$ cat config.mk
export PLATFORM = sky130hd
export DESIGN_NAME = i2c_block_sequencer
export DESIGN_NICKNAME = d
export VERILOG_FILES = /design/src/rtl/i2c_block_sequencer.sv
export SDC_FILE = /design/constraint.sdc
export NUM_CORES = 1
export LEC_CHECK = 0
export CORE_MARGIN = 3
export CORE_UTILIZATION = 50
export CTS_BUF_LIST = sky130_fd_sc_hd__clkbuf_2
export CTS_CLUSTER_SIZE = 16
export DETAILED_ROUTE_END_ITERATION = 8
export GPL_ROUTABILITY_DRIVEN = 0
export GPL_TIMING_DRIVEN = 0
export PLACE_DENSITY = 0.89
export SYNTH_ARGS = -nofsm -noshare
export SYNTH_HDL_FRONTEND = slang
export SYNTH_SLANG_ARGS = --single-unit
$ cat constraint.sdc
create_clock -name clk -period 1.9 [get_ports clk]
set_input_delay 0.285 -clock clk [delete_from_list [all_inputs] [get_ports clk]]
set_output_delay 0.285 -clock clk [all_outputs]
set_load 0.01 [all_outputs]
$ cat src/rtl/i2c_block_sequencer.sv
// Block transfer sequencer between a local byte RAM and an I2C register-mode master.
// Handles NACK retry with restart from the base address, and aborts on command change.
module i2c_block_sequencer #(
   parameter int ADDR_W    = 5,
   parameter int MAX_RETRY = 3
) (
   input  logic              clk,
   input  logic              reset,
   input  logic              enable,
   input  logic              start,
   input  logic              mode,
   input  logic [6:0]        slave_addr,
   input  logic [ADDR_W-1:0] base_addr,
   input  logic [ADDR_W:0]   len,
   output logic [ADDR_W-1:0] ram_addr,
   input  logic [7:0]        ram_rdata,
   output logic [7:0]        ram_wdata,
   output logic              ram_we,
   output logic              m_go,
   output logic              m_stop,
   output logic              m_rw,
   output logic [ADDR_W:0]   m_num_bytes,
   output logic [6:0]        m_slave_addr,
   output logic [ADDR_W-1:0] m_reg_addr,
   output logic [7:0]        m_wdata,
   input  logic              m_done,
   input  logic              m_ready,
   input  logic              m_ack,
   input  logic [7:0]        m_rdata,
   output logic              busy,
   output logic              done,
   output logic              error,
   output logic [1:0]        retries
);

   // state     | meaning
   // IDLE      | waiting for start while the master reports m_done
   // SETUP     | load master command and addresses from the latched request
   // GO        | m_go pulse to the master
   // WAIT_BYTE | waiting for the master to finish a byte (ACK or NACK)
   // NEXT      | count the byte, wait for m_ready low, advance addresses
   // ABORT     | m_stop pulse after a command change mid-transfer
   // DONE      | transfer complete, done held high
   // ERROR     | retries exhausted, error held high
   typedef enum logic [2:0] {IDLE, SETUP, GO, WAIT_BYTE, NEXT, ABORT, DONE, ERROR} state_t;

   localparam logic [ADDR_W:0] FULL_LEN = {1'b1, {ADDR_W{1'b0}}};
   localparam logic [ADDR_W:0] ONE_LEN  = {{ADDR_W{1'b0}}, 1'b1};

   state_t              state_q, state_d;
   logic                mode_q, mode_d;
   logic [6:0]          saddr_q, saddr_d;
   logic [ADDR_W-1:0]   base_q, base_d;
   logic [ADDR_W:0]     len_q, len_d;
   logic [ADDR_W:0]     remain_q, remain_d;
   logic [ADDR_W-1:0]   ram_addr_q, ram_addr_d;
   logic [ADDR_W-1:0]   reg_addr_q, reg_addr_d;
   logic [7:0]          m_wdata_q, m_wdata_d;
   logic [7:0]          ram_wdata_q, ram_wdata_d;
   logic                ram_we_q, ram_we_d;
   logic                m_go_q, m_go_d;
   logic                m_stop_q, m_stop_d;
   logic                m_rw_q, m_rw_d;
   logic [ADDR_W:0]     m_num_q, m_num_d;
   logic [6:0]          m_saddr_q, m_saddr_d;
   logic [1:0]          retries_q, retries_d;
   logic                active;
   logic                changed;

   assign active  = (state_q == SETUP) || (state_q == GO) ||
                    (state_q == WAIT_BYTE) || (state_q == NEXT);
   assign changed = active && ((mode != mode_q) || (slave_addr != saddr_q));

   always_comb begin
      state_d     = state_q;
      mode_d      = mode_q;
      saddr_d     = saddr_q;
      base_d      = base_q;
      len_d       = len_q;
      remain_d    = remain_q;
      ram_addr_d  = ram_addr_q;
      reg_addr_d  = reg_addr_q;
      m_wdata_d   = m_wdata_q;
      ram_wdata_d = ram_wdata_q;
      ram_we_d    = 1'b0;
      m_go_d      = 1'b0;
      m_stop_d    = 1'b0;
      m_rw_d      = m_rw_q;
      m_num_d     = m_num_q;
      m_saddr_d   = m_saddr_q;
      retries_d   = retries_q;

      case (state_q)
         IDLE, DONE, ERROR: begin
            if (start && m_done) begin
               mode_d    = mode;
               saddr_d   = slave_addr;
               base_d    = base_addr;
               len_d     = ((len == '0) || (len > FULL_LEN)) ? FULL_LEN : len;
               retries_d = 2'd0;
               state_d   = SETUP;
            end
         end
         SETUP: begin
            m_rw_d     = mode_q;
            m_num_d    = len_q;
            m_saddr_d  = saddr_q;
            ram_addr_d = base_q;
            reg_addr_d = base_q;
            remain_d   = len_q;
            m_go_d     = 1'b1;
            state_d    = GO;
         end
         GO: state_d = WAIT_BYTE;
         WAIT_BYTE: begin
            if (m_ready) begin
               if (m_ack) begin
                  if (!mode_q) begin
                     m_wdata_d = ram_rdata;
                  end else begin
                     ram_wdata_d = m_rdata;
                     ram_we_d    = 1'b1;
                  end
                  state_d = NEXT;
               end else begin
                  m_stop_d = 1'b1;
                  if (int'(retries_q) < MAX_RETRY) begin
                     retries_d = retries_q + 2'd1;
                     state_d   = SETUP;
                  end else begin
                     state_d = ERROR;
                  end
               end
            end
         end
         NEXT: begin
            if (remain_q == ONE_LEN) begin
               remain_d = '0;
               state_d  = DONE;
            end else if (!m_ready) begin
               remain_d   = remain_q - ONE_LEN;
               ram_addr_d = ram_addr_q + 1'b1;
               reg_addr_d = reg_addr_q + 1'b1;
               state_d    = WAIT_BYTE;
            end
         end
         ABORT:   state_d = IDLE;
         default: state_d = IDLE;
      endcase

      // A command change overrides everything else this cycle, including NACK handling.
      if (changed) begin
         state_d  = ABORT;
         m_stop_d = 1'b1;
         m_go_d   = 1'b0;
         ram_we_d = 1'b0;
      end
   end

   always_ff @(posedge clk) begin
      if (reset) begin
         state_q     <= IDLE;
         mode_q      <= 1'b0;
         saddr_q     <= '0;
         base_q      <= '0;
         len_q       <= '0;
         remain_q    <= '0;
         ram_addr_q  <= '0;
         reg_addr_q  <= '0;
         m_wdata_q   <= '0;
         ram_wdata_q <= '0;
         ram_we_q    <= 1'b0;
         m_go_q      <= 1'b0;
         m_stop_q    <= 1'b0;
         m_rw_q      <= 1'b0;
         m_num_q     <= '0;
         m_saddr_q   <= '0;
         retries_q   <= '0;
      end else if (enable) begin
         state_q     <= state_d;
         mode_q      <= mode_d;
         saddr_q     <= saddr_d;
         base_q      <= base_d;
         len_q       <= len_d;
         remain_q    <= remain_d;
         ram_addr_q  <= ram_addr_d;
         reg_addr_q  <= reg_addr_d;
         m_wdata_q   <= m_wdata_d;
         ram_wdata_q <= ram_wdata_d;
         ram_we_q    <= ram_we_d;
         m_go_q      <= m_go_d;
         m_stop_q    <= m_stop_d;
         m_rw_q      <= m_rw_d;
         m_num_q     <= m_num_d;
         m_saddr_q   <= m_saddr_d;
         retries_q   <= retries_d;
      end
   end

   assign ram_addr     = ram_addr_q;
   assign ram_wdata    = ram_wdata_q;
   assign ram_we       = ram_we_q;
   assign m_go         = m_go_q;
   assign m_stop       = m_stop_q;
   assign m_rw         = m_rw_q;
   assign m_num_bytes  = m_num_q;
   assign m_slave_addr = m_saddr_q;
   assign m_reg_addr   = reg_addr_q;
   assign m_wdata      = m_wdata_q;
   assign retries      = retries_q;
   assign busy         = (state_q != IDLE) && (state_q != DONE) && (state_q != ERROR);
   assign done         = (state_q == DONE);
   assign error        = (state_q == ERROR);

endmodule

# After elaboration in Yosys (flattened, before gate mapping)
# Index checks and enable logic that the tools add are counted.
# W data, S select, Z words.
# totals
ff_bits	73
in_bits	42
output_inout_bits	48
word_cells	103
# op_classes
addsub	4
order_cmp	2
eq_ne	22
muxes	34
bitwise	1
reduce_logical	23
# op_table
cell	n
$mux W3	7
$mux W5	4
$pmux W5 S2	2
$mux W6	3
$pmux W3 S6	1
$eq A3 B3 Y1 const B	4
$ne A3 B3 Y1 const B	4
$pmux W6 S2	1
$mux W1	11
$add A5 B1 Y5 const B	2
$ne A2 B2 Y1 const B	5
$reduce_and A5 Y1	2
$mux W2	4
$reduce_and A4 Y1	2
$ne A7 B7 Y1	1
$eq A3 B2 Y1 const B	2
$eq A6 B1 Y1 const B	1
$gt A6 B6 Y1 const B	1
$logic_not A6 Y1	1
$reduce_and A3 Y1	2
$reduce_and A6 Y1	1
$sub A6 B1 Y6 const B	1
$logic_or A1 B1 Y1	5
$logic_and A1 B1 Y1	4
other kinds (14)	15

# Logic depth before layout (Yosys ltp)
# Gate-level depths: netlist of run 1.
# logic_depth
depth_word	7
ltp_mapped	8
depth_no_buf	7

# Least setup slack after synthesis of run 1
# Ideal clock, no wire load.
# synth_timing
path_type	flip-flop to flip-flop
startpoint	reg state_q[2]
endpoint	reg base_q[1]
setup_ps	128
arrival_ps	1599
required_ps	1772
path_slack_ps	174
stages_incl_launch_ff	8
path_buffers	1
synth_period_minus_slack_ps	1726
path_cell_list	dfxtp_1 > or3_4 > nand2_1 > inv_1 > nor2_4 > buf_6 > mux2i_1 > nor2_1
# synth_via
elab_chain_len	3
elab_cells_between_ends	5
cone_classes	eq/ne (2); reduce/logical (3)
# synth_rtl
item	line	text
start, declared	50	state_t state_q, state_d;
start signal, assigned	180	state_q <= state_d;
$eq A3 B3 Y1 / $logic_not A3 Y1 (equally long branches)	93	case (state_q)
$reduce_or A3 Y1 (*)	93	
$reduce_and A3 Y1 (no line) (*)	--	
end signal, assigned	183	base_q <= base_d;
end, declared	53	logic [ADDR_W-1:0] base_q, base_d;
# Every way passes the cells marked *; elsewhere a longest branch is shown, timed or not.
# A chain may end at the register's enable or synchronous reset.

# Final worst setup path of run 1
# layout_timing
startpoint	reg state_q[2]
endpoint	reg state_q[2]
# layout_via
elab_chain_len	7
elab_cells_between_ends	19
cone_classes	eq/ne (10); mux (2); reduce/logical (7)
# layout_rtl
item	line	text
$eq A3 B1 Y1 / $eq A3 B2 Y1 (equally long branches)	70, 93	
$logic_or A1 B1 Y1 (2 in a row)	70	assign active = (state_q == SETUP) || (state_q == GO) ||
$logic_or A1 B1 Y1	71	(state_q == WAIT_BYTE) || (state_q == NEXT);
$logic_and A1 B1 Y1	72	assign changed = active && ((mode != mode_q) || (slave_addr != saddr_q));
$ne A4 B3 Y1 (no line) / $ne A3 B3 Y1 (equally long branches)	--	
$reduce_and A4 Y1 (no line)	--	
# Several ways; a longest one is shown, not always the timed one.

==> results of run 1 <==
cell families after synthesis:
group | count (synthesis) | synth area share, %
buffers and inverters | 30 | 4.93
and+or+nand+nor | 161 | 23.3
AOI/OAI and AO/OA | 87 | 16.0
xor gates and xnor gates | 9 | 2.32
muxes | 29 | 8.54
adders and majority gates | 5 | 1.84
DFF | 73 | 43.0
sequential cells by signal (all words and copies together), names as in the netlist:
name,count
base_q,5
len_q,6
m_go,1
m_num_bytes,6
m_reg_addr,5
m_rw,1
m_slave_addr,7
m_stop,1
m_wdata,8
mode_q,1
ram_addr,5
ram_wdata,8
ram_we,1
remain_q,6
retries,2
saddr_q,7
state_q,3
layout by cell type, fill, tap and decap left out, drive strengths merged, types with 5 or more instances in the layout:
cell type and count:
buf 17, dfxtp 73, nand3b 8, nor3 5, nor2 47, nand3 5
mux2i 29, clkdlybuf4s50 85, o21ai 16, inv 8, or3 5, clkbuf 25
xnor2 9, a21oi 37, ha 5, nand4 7, a31oi 7, nand2 64
o211ai 5
metrics by stage:
step           hold WS [ps]  instances  setup TNS [ps]  worst slack (ps)
5_1_grt                 305        583            -117             -45.5
6_report                336        583           -20.6             -20.6
4_1_cts                 306        578           -9.64             -9.64
3_5_place_dp            452        559           -6090              -374
2_1_floorplan           421        394               0               174
3_3_place_gp            442        559           -4930              -315
worst reg2reg max path, cell delays in order, from the launching register on:
cell and delay (ps):
dfxtp_2 390, or3_4 410, buf_4 150, buf_4 130, a22o_2 260, o2111ai_2 120, mux2i_1 240, a21oi_1 110
layout make-up:
cell class / instances / area (µm²)
Timing Repair Buffer: 97 / 946
Tap cell: 77 / 96.3
Sequential cell: 73 / 1470
Fill cell: 452 / 1820
Inverter: 8 / 32.5
Clock buffer: 10 / 50.0
Buffer: 22 / 140
Multi-Input combinational cell: 291 / 1820
Clock inverter: 5 / 81.3
path summary, 6_finish.rpt:
path / slack [ps] / depth (start not counted) / endpoint / from
max: -20 / 7 / state_q[2] / state_q[2]
min: 340 / 3 / ram_wdata[7] / m_rdata[7]
max reg2reg: -20 / 7 / state_q[2] / state_q[2]
min reg2reg: 470 / 2 / m_slave_addr[0] / m_slave_addr[0]
where the power goes:
group	total (mW)	internal (mW)	switching, mW
Combinational	1.41	0.651	0.756
Sequential	1.72	1.63	0.0961
Clock	0.997	0.433	0.564
Total	4.13	2.71	1.42
repair_timing:
item | 4_1_cts | 5_1_grt
hold buffers | 1 | 0
buffers inserted | 3 | 5
resized for setup | 14 | 23
hold endpoints to repair | 1 | 0
pin swaps | 3 | 5
endpoints found under the setup margin | 14 | 34
cells in the mapped netlist (2+ instances only):
| cell type | n | share of area (%) |
|---|---|---|
| dfxtp_1 | 73 | 43 |
| nor3_1 | 4 | 0.59 |
| nand3_1 | 5 | 0.74 |
| nor2b_1 | 3 | 0.55 |
| buf_6 | 4 | 1.3 |
| xnor2_1 | 9 | 2.3 |
| nand3b_1 | 7 | 1.5 |
| clkbuf_1 | 12 | 1.3 |
| o211ai_1 | 4 | 0.88 |
| a31oi_1 | 7 | 1.3 |
| nor3b_1 | 2 | 0.44 |
| a21oi_1 | 37 | 5.4 |
| ha_1 | 5 | 1.8 |
| a22o_1 | 2 | 0.52 |
| a211oi_1 | 3 | 0.66 |
| inv_1 | 8 | 0.88 |
| clkbuf_8 | 2 | 0.81 |
| a22oi_1 | 3 | 0.66 |
| nor2_1 | 46 | 5.1 |
| and2_1 | 3 | 0.55 |
| o21ai_0 | 15 | 2.2 |
| nand4_1 | 7 | 1.3 |
| o22ai_1 | 3 | 0.55 |
| buf_2 | 4 | 0.59 |
| nand2_1 | 64 | 7.1 |
| mux2i_1 | 29 | 8.5 |
| or3_1 | 4 | 0.74 |
routing by layer:
| layer | vias up | GRT usage (%) | part of all wire (%) |
|---|---|---|---|
| met1 | 1585 | 30.1 | 38 |
| met3 | 27 | 8.10 | 9.6 |
| met4 | 0 | 11.4 | 2.7 |
| li1 | 1592 | - | - |
| met2 | 190 | 42.4 | 50 |
| met5 | - | 0 | 0 |
==> flow_metrics.env, run 1 <==
export IMPL_yosysWarnings=0
export IMPL_post_route_cell_area_um2=4640
export IMPL_drt_iter0_drc=298
export IMPL_dieArea_um2=7820
export IMPL_grt_pass1_vias=3323
export IMPL_failed_checks="setup timing"
export IMPL_wirelength_um=9660
export IMPL_clk_latency_ps=540
export IMPL_drv_cap=0
export IMPL_first_pass_iters=5
export IMPL_grt_start_max_net_pins=13
export IMPL_diodes=0
export IMPL_synth_cells=394
export IMPL_power_density_nw_per_um2=889
export IMPL_via_per_inst=5.82
export IMPL_final_util_pct=71.8
export IMPL_slew_headroom_pct=61.6
export IMPL_worstMarginPinSlew_ps=576
export IMPL_rsz0062_at_grt="yes"
export IMPL_wire_per_inst_um=16.6
export IMPL_vias=3394
export IMPL_ys_ff_latch=73
export IMPL_clkSlewWorstSetupHoldPaths_ps=220
export IMPL_max_stage_delay_ps=410
export IMPL_fin_skew_ps=27.9
export IMPL_drv_slew=0
export IMPL_synthToLayoutAreaGrowth_pct=36.5
export IMPL_cp_num_buf_inv=2
export IMPL_p_leak_nw=1.70
export IMPL_crit_required_ps=2330
export IMPL_ant_nets=0
export IMPL_ios=90
export IMPL_irDropWorstVdd_mv=0.572
export IMPL_dp_hpwl_um=6750
export IMPL_total_power_mw=4.13
export IMPL_critPathTopFamily="compound AO/OA/AOI/OAI gates"
export IMPL_status="finished, violations left"
export IMPL_antenna_found_initial=0
export IMPL_period_share_pct=101
export IMPL_ys_seq_area_share_pct=43.0
export IMPL_fin_nets=549
export IMPL_core_area_um2=6460
export IMPL_cts_tree="done"
export IMPL_critPathMaxFanout=3
export IMPL_cts_buffers=9
export IMPL_critPathMostFrequentCell="buf_4"
export IMPL_hp_class="primary input to flop"
export IMPL_start_kind="flop"
export IMPL_max_freq_ghz=0.521
export IMPL_die_y_um=88.5
export IMPL_async_flop_share_pct=0
export IMPL_hold_viol=0
export IMPL_avgSynthCellArea_um2=8.63
export IMPL_yosys_most_used_dff="dfxtp_1"
export IMPL_synth_area_um2=3400
export IMPL_synth_cell_types=56
export IMPL_htreeDepth=3
export IMPL_worstPathCellList="or3_4, buf_4, buf_4, a22o_2, o2111ai_2, mux2i_1, a21oi_1"
export IMPL_setup_viol=1
export IMPL_clock_path_buffers=2
export IMPL_syn_num_nets=441
export IMPL_crit_arrival_ps=2350
export IMPL_endpoint_kind="flop"
export IMPL_start_util_pct=52.6
export IMPL_cts_sinks=73
export IMPL_crit_type="flop to flop"
export IMPL_grt_overflow_total=0
export IMPL_track_usage_pct=25.5
export IMPL_die_w_um=88.5
export IMPL_cts_root_buffer="clkbuf_2"
export IMPL_numPortBuffers=88
export IMPL_drive_above_1_share_pct=14.4
export IMPL_worst_slack_ps=-20.6
export IMPL_period_minus_slack_ps=1920
export IMPL_synth_edf_count=0
export IMPL_drc_errors=0
export IMPL_grt_pass1_wl_um=15600
export IMPL_fp_row_count=29
export IMPL_place_area_um2=4380
export IMPL_crit_path_top_delay_cell="or3_4"
Power figures use the tool's default switching activity.
==> run 2, diff against run 1 <==
- PLACE_DENSITY: 0.89 -> default
- PLACE_DENSITY_LB_ADDON: default -> 0.15
==> run 2 against run 1 <==
Effect of this change: the run now ends clean; register-to-register slack improved by 130 ps; wire length is 7.5% lower; highest routed layer unchanged; largest cell class unchanged; clock power is essentially flat.
==> flow_metrics.env, run 2 (synthesis gave the netlist of run 1 again) <==
export IMPL_status="complete, no violations"
export IMPL_crit_required_ps=1620
export IMPL_fin_skew_ps=23.1
export IMPL_diodes=0
export IMPL_drc_errors=0
export IMPL_crit_path_top_delay_cell="dfxtp_4"
export IMPL_numPortBuffers=88
export IMPL_fp_row_count=29
export IMPL_grt_pass1_vias=3163
export IMPL_die_y_um=88.5
export IMPL_max_stage_delay_ps=400
export IMPL_drv_slew=0
export IMPL_cts_sinks=73
export IMPL_multi_input_area_um2=1800
export IMPL_cts_tree="done"
export IMPL_drt_iter0_drc=207
export IMPL_irDropWorstVdd_mv=0.446
export IMPL_vias=3302
export IMPL_worstPathCellList="or3_4, nand2_2, inv_1, buf_2"
export IMPL_start_util_pct=52.6
export IMPL_via_per_inst=5.69
export IMPL_clock_path_buffers=2
export IMPL_period_share_pct=99.1
export IMPL_max_freq_ghz=0.531
export IMPL_track_usage_pct=23.8
export IMPL_fin_nets=545
export IMPL_stdcell_count=580
export IMPL_place_inst=559
export IMPL_p_leak_nw=1.67
export IMPL_first_pass_iters=5
export IMPL_endpoint_kind="output pin"
export IMPL_core_area_um2=6460
export IMPL_ant_nets=0
export IMPL_clkSlewWorstSetupHoldPaths_ps=210
export IMPL_start_kind="flop"
export IMPL_most_common_layout_cells="85 x clkdlybuf4s50_1, 64 x dfxtp_1, 63 x nand2_1, 45 x nor2_1, 36 x a21oi_1"
export IMPL_grt_overflow_total=0
export IMPL_crit_type="flop to output pin"
export IMPL_power_density_nw_per_um2=868
export IMPL_synthToLayoutAreaGrowth_pct=35.2
export IMPL_tns_ps=0
export IMPL_htreeDepth=3
export IMPL_critPathMaxFanout=4
export IMPL_drive_above_1_share_pct=12.7
export IMPL_dieArea_um2=7820
export IMPL_layout_cells_most_common="clkdlybuf4s50_1"
export IMPL_regArea_um2=1480
export IMPL_ios=90
export IMPL_rsz0062_at_grt="yes"
export IMPL_slew_headroom_pct=59.9
export IMPL_crit_arrival_ps=1600
export IMPL_clk_latency_ps=510
export IMPL_post_route_cell_area_um2=4600
export IMPL_grt_start_max_net_pins=13
export IMPL_antenna_found_initial=0
export IMPL_setup_viol=0
export IMPL_cts_buffers=9
export IMPL_dp_hpwl_um=6480
export IMPL_grt_pass1_wl_um=14700
export IMPL_die_w_um=88.5
export IMPL_wirelength_um=8940
export IMPL_cts_root_buffer="clkbuf_2"
export IMPL_hp_class="primary input to flop"
export IMPL_num_fill_cells=509
export IMPL_period_minus_slack_ps=1880
export IMPL_hold_viol=0
export IMPL_worstMarginPinSlew_ps=601
export IMPL_final_util_pct=71.2
export IMPL_wire_per_inst_um=15.4
export IMPL_total_power_mw=3.99
export IMPL_drv_cap=0
export IMPL_place_area_um2=4380
run 2: worst paths after layout:
kind	from	to	slack, ps	cells past startpoint
hold / removal	base_addr[0]	base_q[0]	320	3
hold reg to reg	m_slave_addr[1]	m_slave_addr[1]	470	2
setup / recovery	state_q[2]	busy	20	4
setup reg to reg	remain_q[2]	state_q[1]	110	5
run 2: per-stage QoR:
stage / setup slack, ps / hold slack (ps)
2_1_floorplan: 174 / 421
3_3_place_gp: -315 / 443
3_5_place_dp: -344 / 447
4_1_cts: -11.4 / 298
5_1_grt: -39.9 / 343
6_report: 16.9 / 322
run 2: timing repair:
action                                  CTS  global route
hold buffers                              1             0
pin swaps                                 0             5
gates cloned                              0             0
buffers inserted                          1             4
gates resized for setup                  11            17
endpoints found under the setup margin   12            41
hold endpoints to repair                  1             0
run 2: worst max-delay path: cells and delay by family, from the launching register on:
kind          cells  cell delay (ps)
simple gates      2              490
buf+inv           2              230
flops             1              400
run 2: per-layer routing:
layer  part of all wire (%)  vias to the layer above  track usage, %  wire length (µm)
li1                       -                     1590               -                 -
met1                     43                     1567            29.7              3840
met2                     48                      129            39.7              4290
met3                    7.3                       16            6.33               655
met4                    1.6                        0            8.79               146
met5                      0                        -               0                 0
run 2: final cells by class:
cell class,count,area share (%)
timing repair buffer,94,20.1
multi-input combinational,291,39.2
tap,77,2.10
buffer,21,2.94
clock inverter,5,1.74
clock buffer,11,1.20
sequential,73,32.1
inverter,8,0.653
run 2: power breakdown:
group          internal, mW  total [mW]  leakage [nW]  switching [mW]
Combinational         0.581        1.27         0.999           0.687
Clock                 0.444       0.996        0.0782           0.553
Sequential             1.63        1.72         0.595          0.0997
==> run 3, diff against run 2 <==
- CORE_ASPECT_RATIO: default -> 0.6
- SKIP_CTS_REPAIR_TIMING: default -> 1
==> run 3 against run 2 <==
Effect of this change: the flow now finishes with violations (setup timing); first-iteration DRC count is 71% higher; global-route usage rose by 1.4 points; clock skew decreased by 4.8 ps; sequential power about the same; highest routed layer unchanged; die area up 0.42%; critical path depth stayed put; register-to-register slack got worse by 100 ps; clock power rose by 17%.
==> flow_metrics.env, run 3 (synthesis gave the netlist of run 1 again) <==
export IMPL_critPathMaxFanout=4
export IMPL_most_common_layout_cells="85 x clkdlybuf4s50_1, 63 x nand2_1, 62 x dfxtp_1, 45 x nor2_1, 36 x a21oi_1"
export IMPL_start_util_pct=53.7
export IMPL_grt_pass1_vias=3165
export IMPL_cts_tree="done"
export IMPL_cts_buffers=9
export IMPL_antenna_found_initial=0
export IMPL_fin_skew_ps=18.3
export IMPL_wirelength_um=10000
export IMPL_cts_sinks=73
export IMPL_max_stage_delay_ps=420
export IMPL_hp_class="primary input to flop"
export IMPL_via_per_inst=5.69
export IMPL_failed_checks="setup timing"
export IMPL_crit_type="flop to output pin"
export IMPL_clk_latency_ps=530
export IMPL_core_area_um2=6330
export IMPL_first_pass_iters=4
export IMPL_drive_above_1_share_pct=14.0
export IMPL_start_kind="flop"
export IMPL_wire_per_inst_um=16.9
export IMPL_tns_ps=-52.6
export IMPL_setup_viol=1
export IMPL_die_y_um=69.9
export IMPL_rsz0062_at_grt="yes"
export IMPL_clkSlewWorstSetupHoldPaths_ps=220
export IMPL_max_freq_ghz=0.512
export IMPL_crit_path_top_delay_cell="or3_4"
export IMPL_period_minus_slack_ps=1950
export IMPL_status="finished, violations left"
export IMPL_grt_pass1_wl_um=16000
export IMPL_htreeDepth=3
export IMPL_diodes=0
export IMPL_total_power_mw=4.23
export IMPL_endpoint_kind="output pin"
export IMPL_period_share_pct=103
export IMPL_grt_overflow_total=0
export IMPL_timing_critical_path_from="state_q[2]"
export IMPL_crit_arrival_ps=1670
export IMPL_post_route_cell_area_um2=4690
export IMPL_ant_nets=0
export IMPL_drv_cap=0
export IMPL_grt_start_max_net_pins=14
export IMPL_vias=3368
export IMPL_ios=90
export IMPL_fp_row_count=22
export IMPL_dp_hpwl_um=7180
export IMPL_critPathTopFamily="simple AND/OR/NAND/NOR gates"
export IMPL_hold_path_startpoint="enable"
export IMPL_cts_root_buffer="clkbuf_2"
export IMPL_die_w_um=112
export IMPL_numPortBuffers=88
export IMPL_worstPathCellList="or3_4, nand2_2, inv_1, clkbuf_2"
export IMPL_whs_ps=18.0
export IMPL_hold_viol=0
export IMPL_p_leak_nw=1.75
export IMPL_slew_headroom_pct=60.7
export IMPL_cp_num_buf_inv=2
export IMPL_drv_slew=0
export IMPL_synthToLayoutAreaGrowth_pct=38.0
export IMPL_dieArea_um2=7860
export IMPL_worst_slack_ps=-52.6
export IMPL_clock_path_buffers=2
export IMPL_fin_nets=551
export IMPL_layout_cells_most_common="clkdlybuf4s50_1"
export IMPL_irDropWorstVdd_mv=0.497
export IMPL_r2r_start="state_q[1]"
export IMPL_place_area_um2=4390
export IMPL_drt_iter0_drc=353
export IMPL_power_density_nw_per_um2=902
export IMPL_worstMarginPinSlew_ps=590
export IMPL_crit_required_ps=1620
export IMPL_drc_errors=0
export IMPL_track_usage_pct=25.2
-- run 3: cell types whose count changed in the layout (fill, tap and decap cells not counted), moves of 2 or more --
cell / before / now
buf_4: 5 / 10
dlymetal6s2s_1: 0 / 2
clkbuf_2: 12 / 10
clkbuf_1: 10 / 12
dfxtp_2: 7 / 10
inv_6: 0 / 2
dfxtp_1: 64 / 62
-- run 3: area by class of cell --
cell class,instances,area [µm²]
multi-input cells,291,1820
plain buffers,22,138
clock buffers,9,45.0
well taps,84,105
flip-flops and latches,73,1480
clock inverters,6,115
fillers,483,1640
inverters,8,30.0
repair buffers,99,966
-- run 3: routing by layer --
metal	routed length (µm)	GRT usage [%]	vias up	part of all wire, %
met2	4310	36.7	168	43
met5	0	0	-	0
met1	4660	36.8	1573	47
li1	-	-	1604	-
met4	174	6.93	0	1.7
met3	852	6.75	23	8.5
-- run 3: final timing paths --
path	end	slack [ps]	cells past startpoint
worst max-delay path	busy	-50	4
worst min-delay path	m_stop	20	3
worst max register to register	m_num_bytes[5]	10	7
worst min register to register	m_slave_addr[3]	480	2
-- run 3: worst register-to-register path: stages, from the launching register on --
cell and delay, ps:
dfxtp_1 370, clkbuf_8 170, nor2_2 290, and2_1 190, clkbuf_1 290, buf_2 290
nand2_1 100, a21oi_1 130
-- run 3: power breakdown --
| part | switching (mW) | total [mW] | internal (mW) |
|---|---|---|---|
| combinational | 0.740 | 1.34 | 0.596 |
| clock | 0.601 | 1.17 | 0.569 |
| sequential | 0.101 | 1.73 | 1.63 |
| total | 1.44 | 4.23 | 2.79 |
-- run 3: through the flow --
stage          util (%)  setup WS (ps)  cells
2_1_floorplan         -            174    394
3_3_place_gp       69.3           -274    566
3_5_place_dp       69.3           -321    566
4_1_cts            71.8           -468    581
5_1_grt            74.1           -135    592
6_report           74.1          -52.6    592
